`config.mk`:
```
export PLATFORM = sky130hd
export DESIGN_NAME = jt12_single_accum_flat
export DESIGN_NICKNAME = d
export VERILOG_FILES = /design/src/rtl/jt12_single_accum_if.sv /design/src/rtl/jt12_single_accum.sv /design/src/flat_wrapper.sv
export SDC_FILE = /design/constraint.sdc
export NUM_CORES = 1
export LEC_CHECK = 0
export CORE_ASPECT_RATIO = 0.5
export CORE_UTILIZATION = 45
export CTS_CLUSTER_SIZE = 24
export DETAILED_ROUTE_END_ITERATION = 8
export HOLD_SLACK_MARGIN = 0.1
export PLACE_DENSITY_LB_ADDON = 0.08
export SYNTH_ARGS = -nofsm -noshare
export SYNTH_HDL_FRONTEND = slang
export SYNTH_SLANG_ARGS = --single-unit
```
`constraint.sdc`:
```
create_clock -name clk -period 3.4 [get_ports clk]
set_input_delay 0.68 -clock clk [delete_from_list [all_inputs] [get_ports clk]]
set_output_delay 0.68 -clock clk [all_outputs]
set_load 0.05 [all_outputs]
```
`src/rtl/jt12_single_accum_if.sv`:
```
// jt12_single_accum_if: data bus between the mixer slot logic and one accumulator channel.
interface jt12_single_accum_if #(
    parameter int win  = 14,
    parameter int wout = 16
);
    logic                   clk_en;
    logic signed [win-1:0]  op_result;
    logic                   sum_en;
    logic                   zero;
    logic signed [wout-1:0] snd;
    modport master (output clk_en, op_result, sum_en, zero, input snd);
    modport slave  (input clk_en, op_result, sum_en, zero, output snd);
endinterface

```
`src/rtl/jt12_single_accum.sv`:
```
// jt12_single_accum: per-channel signed running sum, published to snd on each zero strobe.
// Define JT12_ACC_SATURATE_EN to clamp overflowing sums instead of wrapping.
module jt12_single_accum #(
    parameter int win  = 14,
    parameter int wout = 16
) (
    input logic                clk,
    input logic                rst_n,
    jt12_single_accum_if.slave bus
);
    logic signed [wout-1:0] cur, nxt, acc, acc_d;
    always_comb begin
        cur = bus.sum_en ? wout'(bus.op_result) : '0;
        nxt = bus.zero ? cur : acc + cur;
`ifdef JT12_ACC_SATURATE_EN
        // overflow only when operands share a sign and the result flips it
        acc_d = (!bus.zero && acc[wout-1] == cur[wout-1] && nxt[wout-1] != acc[wout-1])
              ? (acc[wout-1] ? {1'b1, {(wout-1){1'b0}}} : {1'b0, {(wout-1){1'b1}}})
              : nxt;
`else
        acc_d = nxt;
`endif
    end
    always_ff @(posedge clk) begin
        if (!rst_n) begin
            acc     <= '0;
            bus.snd <= '0;
        end else if (bus.clk_en) begin
            acc <= acc_d;
            if (bus.zero) bus.snd <= acc;
        end
    end
endmodule

```
`src/flat_wrapper.sv`:
```
// flat-port wrapper written by rule: the top's interface ports become plain ports
module jt12_single_accum_flat 
#(
    parameter int win  = 14,
    parameter int wout = 16
)
  (clk, rst_n, bus_clk_en, bus_op_result, bus_sum_en, bus_zero, bus_snd);
  jt12_single_accum_if #(.win(win), .wout(wout)) bus_i ();
  input logic clk;
  input logic rst_n;
  input wire logic [$bits(bus_i.clk_en)-1:0] bus_clk_en;
  input wire logic [$bits(bus_i.op_result)-1:0] bus_op_result;
  input wire logic [$bits(bus_i.sum_en)-1:0] bus_sum_en;
  input wire logic [$bits(bus_i.zero)-1:0] bus_zero;
  output wire logic [$bits(bus_i.snd)-1:0] bus_snd;
  assign bus_i.clk_en = bus_clk_en;
  assign bus_i.op_result = bus_op_result;
  assign bus_i.sum_en = bus_sum_en;
  assign bus_i.zero = bus_zero;
  assign bus_snd = bus_i.snd;
  jt12_single_accum #(.win(win), .wout(wout)) u_core (.clk(clk), .rst_n(rst_n), .bus(bus_i));
endmodule
```
==> flow_summary.yaml <==
status:
  outcome: "finished, final reports clean"
global_routing:
  grt_max_degree: 28
  grt_pass1_wl_microns: 9510
  grt_pass1_vias: 1926
  grt-ovfl-total: 0
  antenna_found_initial: 0
  grt.total_usage_pct: 24.6
cells_and_area:
  fin_util_pct: 59.8
  num_antenna_cells: 0
  drive_above_1_share_pct: 8.02
  final_cells: 381
  area_growth_pct: 25.1
  final_nets: 358
  postLayoutCellArea_sq_mm: 0.00267
placement:
  dp.cells: 373
  dp_hpwl_microns: 4330
  gp_congestion: 0.934
  postPlaceCellArea_sq_mm: 0.00256
  portBuffers: 34
clocking:
  clkSlewWorstSetupHoldPaths_ps: 70
  ctsHoldBuffers: 0
  cts_buffer_depth: 2
  post_cts_resized: 0
  clkLatencyLatePin_ps: 280
  cts-buffers-inserted: 5
  cts_setup_buffers: 0
  cts_tree: "yes"
  h-tree-depth: 2
  cts_root_buf: "clkbuf_8"
  clock_sinks: 32
sta:
  fin_skew_ps: 4.44
  rsz0062_at_grt: "no"
  drv_slew: 0
  max_slew.worst_pin.slew_ps: 832
  setup_viol: 0
  slew_headroom_pct: 44.5
  fmax_mhz: 317
  hold_ws_ps: 454
  period_needed_ps: 3160
  report.final.hold_viol_count: 0
  timing.final.crit_share_pct: 92.9
floorplanning:
  initial_core_util_pct: 47.8
  die_x_microns: 99.4
  die_height_microns: 50.7
  io_pins: 35
  core-area_sq_mm: 0.00447
  rows: 17
  die-area_sq_mm: 0.00504
synthesis:
  ys_types: 46
  yosysSeqAreaShare_pct: 30.0
  synth_ff_type: "dfxtp_1"
  syn_nets: 321
  syn_inst: 286
  async_flop_share_pct: 0
  synthesis.area_sq_mm: 0.00214
  synth.avg_cell_area_sq_um: 7.47
  ys_warn_count: 0
  synth_seq_cells: 32
  synth_edf_count: 0
detailed_routing:
  routed.top_layer: "met4"
  wl_per_cell_microns: 15.0
  detail_route.wirelength_microns: 5710
  wl_met1_microns: 3210
  first_pass_iters: 4
  wl_met2_microns: 2110
  wl_met3_microns: 377
  dr_total_vias: 2120
  drc_errors: 0
  vias_per_cell: 5.56
  initialDrtViolationCount: 112
  drtAntennaViolNets: 0
power:
  p_leak_nw: 1.06
  powerDensity_mw_per_mm2: 387
  power.total_w: 0.00103
  peakVddDrop_v: 0.000193
worst_setup_path:
  worst-setup-path-type: "in -> reg"
  crit_fanout: 10
  path_common_cell: "a31oi_1"
  slowest_stage: "clkdlybuf4s50_1"
  start_kind: "primary input"
  required_ps: 3550
  cp_cell_sequence: "clkdlybuf4s50_1 -> and2_1 -> ha_1 -> fa_1 -> a21o_1 -> a21oi_1 -> o21ai_1 -> nand3_1 -> a31oi_1 -> mux2i_1 -> a31oi_1"
  end_kind: "register"
  critical_path.max_stage_delay_ps: 570
  crit_arrival_ps: 3310
min_path:
  min_path_type: "reg -> reg"
run:
  max-cap-violations: 0
kinds of logic (layout without fill, tap and decap cells):
kind of cell	count (synthesis)	in the layout	synth area share [%]
XOR/XNOR	6	6	2.46
buffers and inverters	22	60	3.98
adder cells (fa/ha/maj)	16	16	9.72
AND/OR/NAND/NOR	127	127	27.9
AO/OA/AOI/OAI	80	80	24.5
flip-flops	32	32	30.0
multiplexers	3	3	1.41
path summary, 6_finish.rpt:
kind,start,endpoint,slack [ps],cells after the start
setup / recovery,bus_sum_en,u_core.acc[14],240,11
hold / removal,u_core.bus.snd[12],u_core.bus.snd[12],450,2
setup reg to reg,u_core.acc[0],u_core.acc[14],1100,9
hold reg to reg,u_core.bus.snd[12],u_core.bus.snd[12],450,2
cell type report:
type / instances / area (sq um)
repair buffers: 43 / 408
clock inverters: 2 / 35.0
well taps: 57 / 71.3
flip-flops and latches: 32 / 641
inverters: 9 / 33.8
clock buffers: 6 / 72.6
multi-input cells: 232 / 1410
fillers: 434 / 1800
cell usage in the layout, fill, tap and decap left out, types with 5 or more instances in the layout:
cell,instances
o21ai_0,11
clkdlybuf4s50_1,34
buf_4,9
ha_1,15
a31oi_1,6
xnor2_1,5
nor3_1,5
a311oi_1,6
nand3_1,6
nand2_1,67
nor2_1,19
and2_1,13
dfxtp_1,32
inv_1,9
clkbuf_8,5
a21oi_1,30
cells in the mapped netlist, types with 5 or more instances:
cell | instances | area share, %
o21ai_0 | 11 | 2.6
a21oi_1 | 30 | 7.0
clkbuf_1 | 10 | 1.8
dfxtp_1 | 32 | 30
nand3_1 | 6 | 1.4
ha_1 | 15 | 8.8
inv_1 | 9 | 1.6
and2_1 | 13 | 3.8
a31oi_1 | 6 | 1.8
xnor2_1 | 5 | 2.1
a311oi_1 | 6 | 2.5
nor3_1 | 5 | 1.2
nand2_1 | 67 | 12
nor2_1 | 19 | 3.3
routing by layer:
metal  vias to the layer above  track usage, %
met5                         -               0
met3                         2            4.74
met4                         0            4.41
met1                       964            38.2
met2                        61            34.6
li1                       1093               -
state kept, by name, indices dropped and copies added (netlist names):
name	flops
u_core.acc	16
u_core.bus.snd	16
through the flow:
stage | setup TNS (ps) | setup WS (ps)
6_report | 0 | 241
5_1_grt | 0 | 57.2
4_1_cts | 0 | 249
3_5_place_dp | -64.6 | -29.1
3_3_place_gp | 0 | 75.5
2_1_floorplan | 0 | 680
worst max-delay path: cells and delay by family:
family	cells	cell delay [ps]
adder cells (fa/ha/maj)	2	630
AND/OR/NAND/NOR	2	410
buffers and inverters	1	570
multiplexers	1	180
AO/OA/AOI/OAI	5	840
power by group:
part / total, W / switching, W / internal [W]
registers: 0.000416 / 0.0000211 / 0.000395
clock network: 0.000362 / 0.000144 / 0.000217
logic: 0.000256 / 0.000147 / 0.000110
total: 0.00103 / 0.000312 / 0.000722
No activity file was read; power rests on OpenSTA's default activity.
